## src/rtl/fetch_unit.sv

```systemverilog
// fetch_unit: byte-stream instruction fetcher for an 8-bit opcode ISA with
// 1..3 byte instructions. Presents pc to a combinational 3-byte memory port,
// decodes the instruction length from the opcode, and registers opcode,
// operand, length and pc into a valid/ready output stage. An illegal opcode
// (cc=11) parks the unit in HALT until a redirect.

package fetch_unit_pkg;
    // Width of the program memory address bus.
    localparam int MEM_ADDR_SIZE = 16;
endpackage

module fetch_unit
    import fetch_unit_pkg::*;
#(
    parameter int                ADDR_W   = MEM_ADDR_SIZE,
    parameter logic [ADDR_W-1:0] RESET_PC = '0
) (
    input  logic              clk_i,
    input  logic              rstn_i,

    // Memory read port: data is combinational on the address.
    output logic [ADDR_W-1:0] mem_addr_o,
    input  logic [23:0]       mem_data_i,

    // Instruction output stage
    output logic              instr_valid_o,
    input  logic              instr_ready_i,
    output logic [7:0]        instr_opcode_o,
    output logic [15:0]       instr_operand_o,
    output logic [1:0]        instr_len_o,
    output logic [ADDR_W-1:0] instr_pc_o,
    output logic              illegal_o,

    // Branch / jump target load
    input  logic              redirect_i,
    input  logic [ADDR_W-1:0] redirect_pc_i
);

    typedef enum logic [1:0] {
        BOOT = 2'd0,
        RUN  = 2'd1,
        HALT = 2'd2
    } state_t;

    state_t            state_reg;
    state_t            state_next;

    logic [ADDR_W-1:0] pc_reg;
    logic              valid_reg;
    logic [7:0]        opcode_reg;
    logic [15:0]       operand_reg;
    logic [1:0]        len_reg;
    logic [ADDR_W-1:0] ipc_reg;
    logic              illegal_reg;

    // Decode of the bytes currently presented by memory.
    logic [7:0]        dec_opcode;
    logic [2:0]        dec_aaa;
    logic [2:0]        dec_bbb;
    logic [1:0]        dec_cc;
    logic [1:0]        dec_len;
    logic              dec_illegal;
    logic [15:0]       dec_operand;
    logic [ADDR_W-1:0] pc_seq;

    // Control strobes from the FSM.
    logic              load_en;
    logic              drop_valid;
    logic              take_redirect;

    assign dec_opcode = mem_data_i[7:0];
    assign dec_aaa    = dec_opcode[7:5];
    assign dec_bbb    = dec_opcode[4:2];
    assign dec_cc     = dec_opcode[1:0];

    // Length decode from the opcode fields aaa/bbb/cc.
    always_comb begin
        dec_len     = 2'd2;
        dec_illegal = 1'b0;
        case (dec_cc)
            2'b01: begin
                if (dec_bbb == 3'b011 || dec_bbb == 3'b110 || dec_bbb == 3'b111)
                    dec_len = 2'd3;
                else
                    dec_len = 2'd2;
            end
            2'b10: begin
                if (dec_bbb == 3'b011 || dec_bbb == 3'b111)
                    dec_len = 2'd3;
                else if (dec_bbb == 3'b010 || dec_bbb == 3'b110)
                    dec_len = 2'd1;
                else
                    dec_len = 2'd2;
            end
            2'b00: begin
                if (dec_bbb == 3'b011 || dec_bbb == 3'b111) begin
                    dec_len = 2'd3;
                end else if (dec_bbb == 3'b000) begin
                    // Row 000 mixes a 3-byte call (0x20), three single-byte
                    // opcodes (0x00/0x40/0x60) and 2-byte immediates.
                    if (dec_aaa == 3'b001)
                        dec_len = 2'd3;
                    else if (dec_aaa == 3'b000 || dec_aaa == 3'b010 || dec_aaa == 3'b011)
                        dec_len = 2'd1;
                    else
                        dec_len = 2'd2;
                end else if (dec_bbb == 3'b010 || dec_bbb == 3'b110) begin
                    dec_len = 2'd1;
                end else begin
                    dec_len = 2'd2;
                end
            end
            default: begin
                // cc=11 is not a valid opcode group; consume one byte and flag it.
                dec_len     = 2'd1;
                dec_illegal = 1'b1;
            end
        endcase
    end

    // Operand byte gi is byte gi+1 of the instruction; it only exists when
    // the instruction is longer than gi+1 bytes, otherwise it reads as zero.
    genvar gi;
    generate
        for (gi = 0; gi < 2; gi++) begin : g_operand
            assign dec_operand[8*gi +: 8] =
                (dec_len > 2'(gi + 1)) ? mem_data_i[8*(gi+1) +: 8] : 8'h00;
        end
    endgenerate

    // Sequential next pc; wraps naturally at 2^ADDR_W.
    assign pc_seq = pc_reg + ADDR_W'(dec_len);

    // FSM state register.
    always_ff @(posedge clk_i or negedge rstn_i) begin
        if (!rstn_i)
            state_reg <= BOOT;
        else
            state_reg <= state_next;
    end

    // FSM next state and datapath strobes; redirect overrides every state.
    always_comb begin
        state_next    = state_reg;
        load_en       = 1'b0;
        drop_valid    = 1'b0;
        take_redirect = 1'b0;
        if (redirect_i) begin
            take_redirect = 1'b1;
            state_next    = RUN;
        end else begin
            case (state_reg)
                BOOT: begin
                    state_next = RUN;
                end
                RUN: begin
                    if (!valid_reg || instr_ready_i) begin
                        load_en = 1'b1;
                        if (dec_illegal)
                            state_next = HALT;
                    end
                end
                HALT: begin
                    // Let the illegal instruction drain, then stay empty.
                    if (valid_reg && instr_ready_i)
                        drop_valid = 1'b1;
                end
                default: begin
                    state_next = BOOT;
                end
            endcase
        end
    end

    // Program counter: redirect target, or advance past each loaded instruction.
    always_ff @(posedge clk_i or negedge rstn_i) begin
        if (!rstn_i)
            pc_reg <= RESET_PC;
        else if (take_redirect)
            pc_reg <= redirect_pc_i;
        else if (load_en)
            pc_reg <= pc_seq;
    end

    // Output valid flag: set on load, cleared on redirect or a HALT drain.
    always_ff @(posedge clk_i or negedge rstn_i) begin
        if (!rstn_i)
            valid_reg <= 1'b0;
        else if (take_redirect)
            valid_reg <= 1'b0;
        else if (load_en)
            valid_reg <= 1'b1;
        else if (drop_valid)
            valid_reg <= 1'b0;
    end

    // Instruction payload register; only written on a load so it holds
    // steady through stalls.
    always_ff @(posedge clk_i or negedge rstn_i) begin
        if (!rstn_i) begin
            opcode_reg  <= 8'h00;
            operand_reg <= 16'h0000;
            len_reg     <= 2'd0;
            ipc_reg     <= '0;
            illegal_reg <= 1'b0;
        end else if (load_en) begin
            opcode_reg  <= dec_opcode;
            operand_reg <= dec_operand;
            len_reg     <= dec_len;
            ipc_reg     <= pc_reg;
            illegal_reg <= dec_illegal;
        end
    end

    assign mem_addr_o      = pc_reg;
    assign instr_valid_o   = valid_reg;
    assign instr_opcode_o  = opcode_reg;
    assign instr_operand_o = operand_reg;
    assign instr_len_o     = len_reg;
    assign instr_pc_o      = ipc_reg;
    assign illegal_o       = illegal_reg;

endmodule
```

## config.mk

```make
export PLATFORM = sky130hd
export DESIGN_NAME = fetch_unit
export DESIGN_NICKNAME = d
export VERILOG_FILES = /design/src/rtl/fetch_unit.sv
export SDC_FILE = /design/constraint.sdc
export NUM_CORES = 1
export LEC_CHECK = 0
export BUFFER_PORTS_ARGS = -buffer_cell sky130_fd_sc_hd__buf_2
export CORE_UTILIZATION = 30
export CTS_CLUSTER_SIZE = 25
export DETAILED_ROUTE_END_ITERATION = 10
export GPL_ROUTABILITY_DRIVEN = 0
export GPL_TIMING_DRIVEN = 0
export PLACE_DENSITY_LB_ADDON = 0.1
export SLEW_MARGIN = 40
export SYNTH_ARGS = -nofsm -noshare
export SYNTH_HDL_FRONTEND = slang
export SYNTH_SLANG_ARGS = --single-unit
```

## constraint.sdc

```tcl
create_clock -name clk_i -period 2.16 [get_ports clk_i]
set_input_delay 0.216 -clock clk_i [delete_from_list [all_inputs] [get_ports clk_i]]
set_output_delay 0.216 -clock clk_i [all_outputs]
set_load 0.1 [all_outputs]
```

==> results.toml, run 1 <==
[setup_path]
timing.setup.critical_path_class = "primary input to flop"
worst_ep_arrival_time_ns = 2.33
timing.critical_path.from_type = "primary input"
crit_path_max_incr_delay_ns = 0.55
crit_path_frequent_cell = "inv_2"
worstPathCellList = "buf_2, or4_4, o21ai_2, a21oi_2, inv_2, ha_4, inv_2, o31a_4, or4_1, a31oi_1"
critical_path.max_fanout = 8
cp-end-kind = "flop"
crit_slowest_cell = "or4_4"
critPathRequiredTime_ns = 2.42

[cells_and_area]
layout-drive-gt1-share = 0.391
layout.cells.non_filler = 518
fin_nets = 448
inserted_diodes = 0
layout.cell_area.non_filler_um2 = 3820
area_growth_pct = 34.3

[power_and_ir_drop]
leakagePower_uw = 0.00185
power.share.sequential = 0.332
p_clk_frac = 0.208
switching_power_total_uw = 2340
comb_power_share = 0.460
vdd.ir_drop.worst_mv = 0.404
power_per_cell_area_nw_per_um2 = 1160
cellInternalPower_uw = 2090
share_of_total_power_consumed_by_net_switching = 0.528

[sta]
fin_worst_hold_slack_ns = 0.0748
finalMaxSlewViolations = 0
clock.fmax_ghz = 0.484
timing_hold_violations_final = 0
share_of_the_clock_period_used_by_the_worst_path_after_layout = 0.957
worst-slew-pin-transition_ns = 0.546
clock-skew-final_ns = 0.00854
finalWorstPathRequiredPeriod_ns = 2.07
timing.slew.headroom = 0.634
setup_tns_ns = 0
setup-violations-final = 0
finalWorstSetupSlack_ns = 0.0927
rsz0062_at_grt = "yes"

[yosys]
syn_area_per_cell_um2 = 9.91
synth_enable_flop_cells = 0
yosysWarnings = 0
synth_cells = 287
dominant_synthesized_flop_cell = "dfrtp_1"
post_synth_net_total = 333
share_of_synthesized_registers_carrying_an_async_set_or_reset = 1.00
cell_type_with_the_largest_total_area_after_synthesis = "dfrtp_1"
netlist_top_cells_area = "dfrtp_1 (55%), nand2_1 (11%), a22o_1 (4.9%)"
number_of_library_cell_types_mapped_by_synthesis = 42
synthMostInstantiatedCell = "nand2_1"
synth_top_area_frac = 0.546
commonest_cells_in_the_synthesized_netlist = "nand2_1 (81), dfrtp_1 (62), a22o_1 (16), o21ai_0 (16), nor2_1 (11)"
ys_seq_elements = 62
portion_of_the_post_synthesis_area_used_by_sequential_elements = 0.546
syn-cell-area_um2 = 2840

[clock_tree]
clock-sinks = 62
numCtsBuffers = 9
cts_setup_buffers = 0
cts_tree = "built"
cts.reportedPaths.clkPinSlew_ns = 0.07
clock_latency_ns = 0.35
h-tree-depth = 3
clockBufferDepth = 2
clock-root-buffer = "clkbuf_8"

[floorplan]
initial_core_util = 0.309
floorplan.rows = 35
die-height_um = 99.4
dieWidth_um = 99.4
core_um2 = 9200
io-pin-count = 104
dieArea_um2 = 9870

[routing]
firstDrtPassIters = 4
via_per_inst = 4.92
met3RoutedLength_um = 372
detail_route.drc_violations = 0
drtIter0Drc = 86
drt-met1-wl_mm = 4.00
post_drt_wl_per_cell_um = 15.7
dr_wl_met2_mm = 3.62
top_signal_layer_used = "met4"
route.final.wire_length_mm = 8.11
detailroute.via_count = 2547
final_antenna_net_count = 0

[global_routing]
number_of_antenna_violations_at_the_first_check_in_global_routing = 0
first_pass_grt_wire_length_mm = 13.2
largest_net_degree_at_the_start_of_global_routing = 36
remaining_overflow_grt = 0
global_routing_usage_summed_across_all_routing_layers = 0.176
first_global_vias = 2471

[placement]
pre_cts_slack_ns = -0.442
cell_count_post_placement = 501
post-dp-hpwl_mm = 5.81
placedInstanceArea_um2 = 3570
io_buffers = 102

[job]
drv_cap = 0

[outcome]
outcome = "complete, no violations"

[worst_hold_path]
worstHoldPathType = "primary input to flop"
[cell families after synthesis]
family | after synthesis | synth area share
DFF | 62 | 0.546
muxes | 5 | 0.0202
and+or+nand+nor | 124 | 0.205
xor gates and xnor gates | 8 | 0.0246
adders and majority gates | 2 | 0.00880
buffers and inverters | 22 | 0.0304
AOI/OAI and AO/OA | 64 | 0.165
[metrics by stage]
stage / total power [µW] / util
2_1_floorplan: 3120 / -
3_3_place_gp: 3510 / 0.386
3_5_place_dp: 3520 / 0.389
4_1_cts: 4470 / 0.412
5_1_grt: 4640 / 0.415
6_report: 4430 / 0.415
[area by class of cell]
| class | count | area (µm²) |
|---|---|---|
| Multi-Input combinational cell | 203 | 1310 |
| Buffer | 11 | 45.0 |
| Tap cell | 111 | 139 |
| Inverter | 11 | 41.3 |
| Fill cell | 958 | 5380 |
| Sequential cell | 62 | 1570 |
| Clock inverter | 7 | 50.0 |
| Clock buffer | 9 | 124 |
| Timing Repair Buffer | 104 | 543 |
[power groups by stage]
stage	combinational (µW)	clock (µW)	sequential (µW)
2_1_floorplan	343	0	2780
3_3_place_gp	2020	0	1490
3_5_place_dp	2030	0	1490
4_1_cts	2040	956	1470
5_1_grt	2130	1010	1500
6_report	2040	921	1470
[repair_timing]
action	4_1_cts	5_1_grt
hold buffers	1	0
pin swaps	0	3
hold endpoints to repair	27	0
resized for setup	4	7
endpoints found under the setup margin	3	23
[per-layer routing]
metal	vias up	GRT usage
li1	1242	-
met3	10	0.0422
met5	-	0
met4	0	0.0645
met1	1226	0.247
met2	69	0.264
[critical path, delay by kind of cell]
kind,cells,cell delay [ns]
buf+inv,3,0.26
compound gates,4,0.74
simple gates,2,0.96
fa+ha+maj,1,0.15
[cell usage in the layout, fill, tap and decap left out, types with 2 or more instances in the layout]
cell        synthesis  routed
or4_1               5       4
a22o_1             16      16
clkbuf_8            0       9
dfrtp_2             0      15
mux2_2              2       2
o21ai_0            16      15
nor2b_1             2       2
o31ai_1             6       5
nand4b_1            2       2
a211oi_2            0       3
nor2_1             11       9
xor2_1              2       2
and3_1              4       4
mux2i_1             2       2
inv_1              10       8
nor3_4              1       2
a31oi_1             6       6
nand2b_1            3       3
nand2_1            81      81
clkbuf_1            9       9
and4_1              2       2
nand4_1             6       6
dfrtp_1            62      47
xnor2_1             6       6
inv_2               0       2
o31a_1              2       2
buf_2               0     101
a211oi_1            7       4
clkinv_2            0       2
clkinvlp_4          0       3
buf_4               1       2
[worst paths after layout]
check / startpoint / end / slack (ns) / depth (start not counted)
worst max-delay path: mem_data_i[7] / mem_addr_o[13] / 0.09 / 10
worst min-delay path: redirect_pc_i[4] / mem_addr_o[4] / 0.07 / 3
worst max register to register: instr_valid_o / instr_operand_o[5] / 0.19 / 6
worst min register to register: instr_pc_o[4] / instr_pc_o[4] / 0.47 / 2
max in group asynchronous: rstn_i / mem_addr_o[2] / 1.30 / 3
min in group asynchronous: rstn_i / instr_operand_o[15] / 0.32 / 2
(Power assumes the default switching activity.)
==> inputs of run 2 (changes only) <==
--- a/config.mk
+++ b/config.mk
@@ -6,6 +6,8 @@
 export NUM_CORES = 1
 export LEC_CHECK = 0
 export BUFFER_PORTS_ARGS = -buffer_cell sky130_fd_sc_hd__buf_2
+export CELL_PAD_IN_SITES_DETAIL_PLACEMENT = 1
+export CELL_PAD_IN_SITES_GLOBAL_PLACEMENT = 1
 export CORE_UTILIZATION = 30
 export CTS_CLUSTER_SIZE = 25
 export DETAILED_ROUTE_END_ITERATION = 10
==> run 2 against run 1 <==
Core utilization increased by 0.90 points. Critical path depth grew 1. Non-clock buffer count is the same. Critical endpoint is now mem_addr_o[14]. Clock power grew 35%.
==> results.toml, run 2 (synthesized netlist as in run 1, its figures left out) <==
[clock_tree]
clock-sinks = 62
clockBufferDepth = 2
cts.reportedPaths.clkPinSlew_ns = 0.07
cts_tree = "built"
cts_setup_buffers = 0
h-tree-depth = 3
numCtsBuffers = 9
clock-root-buffer = "clkbuf_8"
clock_latency_ns = 0.35

[setup_path]
critical_path.max_fanout = 7
r2r_start = "mem_addr_o[6]"
setup.worst_path.end = "mem_addr_o[14]"
crit_slowest_cell = "or4_4"
reg2reg_setup_slack_ns = 0.24
critPathLaunch = "mem_data_i[7]"
timing.critical_path.from_type = "primary input"
worst_ep_arrival_time_ns = 2.34
r2r_cells = 5
crit_path_max_incr_delay_ns = 0.55
worstPathCellList = "buf_2, or4_4, o21ai_2, a21oi_2, inv_1, ha_4, ha_1, a21oi_4, a211oi_1, xor2_1, mux2_2"
critPathRequiredTime_ns = 2.40
cp-end-kind = "flop"
regToRegEndpoint = "mem_addr_o[14]"
timing.setup.critical_path_class = "primary input to flop"

[placement]
io_buffers = 102
cell_count_post_placement = 501
post-dp-hpwl_mm = 6.27
placedInstanceArea_um2 = 3570

[power_and_ir_drop]
switching_power_total_uw = 2340
power.share.sequential = 0.309
leakagePower_uw = 0.00189
share_of_total_power_consumed_by_net_switching = 0.489
power_per_cell_area_nw_per_um2 = 1230
cellInternalPower_uw = 2450
vdd.ir_drop.worst_mv = 0.788
p_clk_frac = 0.260
comb_power_share = 0.431

[routing]
via_per_inst = 5.07
drtIter0Drc = 93
firstDrtPassIters = 4
final_antenna_net_count = 0
detail_route.drc_violations = 0
route.final.wire_length_mm = 8.74
detailroute.via_count = 2628
post_drt_wl_per_cell_um = 16.9

[global_routing]
remaining_overflow_grt = 0
first_global_vias = 2739
global_routing_usage_summed_across_all_routing_layers = 0.189
number_of_antenna_violations_at_the_first_check_in_global_routing = 0
largest_net_degree_at_the_start_of_global_routing = 39
first_pass_grt_wire_length_mm = 14.3

[floorplan]
core_um2 = 9200
io-pin-count = 104
floorplan.rows = 35
dieWidth_um = 99.4
die-height_um = 99.4
dieArea_um2 = 9870
initial_core_util = 0.309

[sta]
timing_hold_violations_final = 0
worst-slew-pin-transition_ns = 0.628
rsz0062_at_grt = "yes"
share_of_the_clock_period_used_by_the_worst_path_after_layout = 0.972
finalWorstPathRequiredPeriod_ns = 2.10
setup_tns_ns = 0
setup-violations-final = 0
timing.slew.headroom = 0.581
finalMaxSlewViolations = 0
clock.fmax_ghz = 0.476
clock-skew-final_ns = 0.00435

[cells_and_area]
layout_common_cells = "buf_2 (101), nand2_1 (80), dfrtp_1 (47)"
final_design_utilization = 0.424
inserted_diodes = 0
layout.filler_cells = 1078
layout-drive-gt1-share = 0.391
layout.cells.non_filler = 518
layout_commonest_cell = "buf_2"
layout.cell_area.non_filler_um2 = 3900
area_growth_pct = 37.2
fin_nets = 448

[outcome]
outcome = "complete, no violations"

[job]
drv_cap = 0

[worst_hold_path]
worstHoldPathType = "primary input to flop"
run 2: cell types whose count changed in the layout (fill, tap and decap cells not counted), sizes merged:
cell | previous run | this run
clkbuf | 18 | 19
inv | 11 | 10
bufinv | 0 | 3
clkinv | 4 | 2
clkinvlp | 3 | 2
run 2: worst min-delay path by stage:
| stage | start | end | slack [ns] | depth (start not counted) |
|---|---|---|---|---|
| 6_report | mem_data_i[6] | instr_opcode_o[6] | 0.08 | 3 |
| 5_1_grt | mem_data_i[9] | instr_operand_o[1] | 0.07 | 2 |
| 4_1_cts | mem_data_i[9] | instr_operand_o[1] | 0.07 | 2 |
| 3_5_place_dp | rstn_i | instr_pc_o[11] | 0.14 | 1 |
| 3_3_place_gp | mem_data_i[5] | instr_opcode_o[5] | 0.42 | 3 |
| 2_1_floorplan | rstn_i | illegal_o | -0.08 | 0 |
run 2: area by class of cell:
class / instances / area (µm²) / share of cell area
repair buffers: 104 / 543 / 0.139
inverters: 11 / 41.3 / 0.0106
clock buffers: 10 / 128 / 0.0327
clock inverters: 6 / 110 / 0.0282
plain buffers: 11 / 45.0 / 0.0115
multi-input cells: 203 / 1330 / 0.340
flip-flops and latches: 62 / 1570 / 0.402
well taps: 111 / 139 / 0.0356
run 2: critical path, delay by kind of cell:
family | cells | cell delay [ns]
AO/OA/AOI/OAI | 4 | 0.61
AND/OR/NAND/NOR | 1 | 0.55
adder cells (fa/ha/maj) | 2 | 0.36
multiplexers | 1 | 0.27
buffers and inverters | 2 | 0.22
XOR/XNOR | 1 | 0.11
run 2: what timing repair did:
action / in CTS / in global routing
resized for setup: 5 / 8
endpoints found under the hold margin: 24 / 0
pin swaps: 0 / 2
hold buffers: 1 / 0
endpoints found under the setup margin: 12 / 31
run 2: power by group through the flow:
| stage | clock, µW | combinational, µW | sequential, µW |
|---|---|---|---|
| after floorplan | 0 | 343 | 2780 |
| after global placement | 0 | 2020 | 1490 |
| after detailed placement | 0 | 2040 | 1500 |
| after CTS | 1270 | 2060 | 1480 |
| after global routing | 1320 | 2160 | 1500 |
| final | 1240 | 2060 | 1480 |
run 2: stage by stage:
stage	total power, µW	setup slack, ns	hold slack, ns
after floorplan	3120	-0.0449	-0.0796
after global placement	3510	-0.444	0.425
after detailed placement	3540	-0.434	0.144
after CTS	4810	0.0170	0.0708
after global routing	4980	-0.0186	0.0700
final	4780	0.0597	0.0785
run 2: metal layers:
metal  vias to the layer above  part of all wire  GRT usage
li1                       1251                 -          -
met1                      1296              0.46      0.251
met2                        74              0.47      0.310
met3                         7             0.053     0.0464
met4                         0             0.010     0.0509
met5                         -                 0          0
==> inputs of run 3 (changes only) <==
==> constraint.sdc (replaced) <==
create_clock -name clk_i -period 2.16 [get_ports clk_i]
set_input_delay 0.216 -clock clk_i [delete_from_list [all_inputs] [get_ports clk_i]]
set_output_delay 0.216 -clock clk_i [all_outputs]
set_load 0.005 [all_outputs]
==> run 3 against run 2 <==
Register-to-register slack worse by 0.14 ns. Largest power group is now registers. Highest routed layer unchanged. Worst setup slack better by 0.0087 ns. Via count is 1.0% lower. Critical path depth is 1 lower. Sequential power hardly changed.
==> results.toml, run 3 (synthesized netlist as in run 1, its figures left out) <==
[setup_path]
critPathRequiredTime_ns = 2.43
timing.setup.critical_path_class = "primary input to flop"
critical_path.max_fanout = 6
crit_path_max_incr_delay_ns = 0.55
crit_path_frequent_cell = "inv_2"
number_of_buffers_and_inverters_on_the_critical_path = 3
timing.critical_path.from_type = "primary input"
worst_ep_arrival_time_ns = 2.36
cp-end-kind = "flop"
crit_slowest_cell = "or4_4"
reg2reg_setup_slack_ns = 0.10
cp_top_family = "simple AND/OR/NAND/NOR gates"
worstPathCellList = "buf_4, or4_4, o21ai_4, a21oi_4, inv_2, ha_4, inv_2, o31a_4, or4_1, a31oi_1"

[power_and_ir_drop]
switching_power_total_uw = 1050
leakagePower_uw = 0.00191
vdd.ir_drop.worst_mv = 0.331
power.share.sequential = 0.449
comb_power_share = 0.229
p_clk_frac = 0.322
cellInternalPower_uw = 2210
totalPowerFinal_uw = 3270
share_of_total_power_consumed_by_net_switching = 0.323
power_per_cell_area_nw_per_um2 = 844

[clock_tree]
clock_latency_ns = 0.35
cts_tree = "built"
clockBufferDepth = 2
h-tree-depth = 3
numCtsBuffers = 9
clock-sinks = 62
clock-root-buffer = "clkbuf_8"
cts.reportedPaths.clkPinSlew_ns = 0.08

[routing]
firstDrtPassIters = 4
final_antenna_net_count = 0
post_drt_wl_per_cell_um = 16.6
drtIter0Drc = 62
via_per_inst = 4.98
detail_route.drc_violations = 0
detailroute.via_count = 2601
route.final.wire_length_mm = 8.64

[sta]
timing.slew.headroom = 0.640
clock.fmax_ghz = 0.478
setup-violations-final = 0
finalMaxSlewViolations = 0
finalWorstSetupSlack_ns = 0.0684
share_of_the_clock_period_used_by_the_worst_path_after_layout = 0.968
timing_hold_violations_final = 0
clock-skew-final_ns = 0.0105
worst-slew-pin-transition_ns = 0.539
setup_tns_ns = 0
finalWorstPathRequiredPeriod_ns = 2.09

[placement]
pre_cts_slack_ns = -0.636
post-dp-hpwl_mm = 6.34
io_buffers = 102
placedInstanceArea_um2 = 3540

[floorplan]
floorplan.rows = 35
dieArea_um2 = 9870
initial_core_util = 0.309
core_um2 = 9200
io-pin-count = 104
die-height_um = 99.4
dieWidth_um = 99.4

[cells_and_area]
layout_commonest_cell = "buf_2"
area_growth_pct = 36.1
layout.cell_area.non_filler_um2 = 3870
layout.filler_cells = 1120
area.sequential_um2 = 1550
multi_input_gate_area_um2 = 1320
layout-drive-gt1-share = 0.360
fin_nets = 452
inserted_diodes = 0
layout_common_cells = "buf_2 (100), nand2_1 (80), dfrtp_1 (62)"

[global_routing]
global_routing_usage_summed_across_all_routing_layers = 0.185
first_pass_grt_wire_length_mm = 13.9
first_global_vias = 2651
remaining_overflow_grt = 0
largest_net_degree_at_the_start_of_global_routing = 40
number_of_antenna_violations_at_the_first_check_in_global_routing = 0

[outcome]
outcome = "complete, no violations"

[job]
drv_cap = 0

[worst_hold_path]
worstHoldPathType = "primary input to flop"
==> run 3: area by class of cell <==
cell class                 instances  area share
clock inverter                     7      0.0188
tap                              111      0.0359
sequential                        62       0.401
clock buffer                       9      0.0320
multi-input combinational        203       0.341
timing repair buffer             108       0.149
inverter                          11      0.0107
buffer                            11      0.0116
==> run 3: power by group through the flow <==
stage          combinational, µW  sequential (µW)  clock (µW)
2_1_floorplan                335             1490           0
3_3_place_gp                 698             1480           0
3_5_place_dp                 715             1490           0
4_1_cts                      740             1470        1070
5_1_grt                      843             1500        1120
6_report                     747             1470        1050
==> run 3: tightest hold or removal path, delay by kind of cell <==
family / cells / cell delay [ns]
buf+inv: 1 / 0.08
simple gates: 1 / 0.04
compound gates: 1 / 0.05
==> run 3: per-layer routing <==
metal,wire [µm],GRT usage,vias up
li1,-,-,1249
met1,4240,0.256,1272
met2,3960,0.292,71
met3,319,0.0281,9
met4,117,0.0747,0
met5,0,0,-
==> run 3: path summary, 6_finish.rpt <==
path / startpoint / end / cells past startpoint
min reg2reg: instr_pc_o[7] / instr_pc_o[7] / 2
max: mem_data_i[2] / mem_addr_o[7] / 10
min in group asynchronous: rstn_i / instr_pc_o[10] / 2
max reg2reg: mem_addr_o[7] / mem_addr_o[14] / 5
min: redirect_pc_i[8] / mem_addr_o[8] / 3
max in group asynchronous: rstn_i / instr_pc_o[9] / 3
==> run 3: through the flow <==
step                      std cells   util  hold slack [ns]
after floorplan                 287      -          -0.0796
after global placement          500  0.383            0.425
after detailed placement        501  0.385            0.149
after CTS                       520  0.413           0.0645
after global routing            522  0.421           0.0725
final                           522  0.421           0.0761
==> run 3: what timing repair did <==
item,4_1_cts,5_1_grt
buffers inserted,2,2
endpoints found under the setup margin,12,31
gates resized for setup,6,12
hold endpoints to repair,23,0
pin swaps,4,4
gates cloned,0,0
hold buffers,1,0
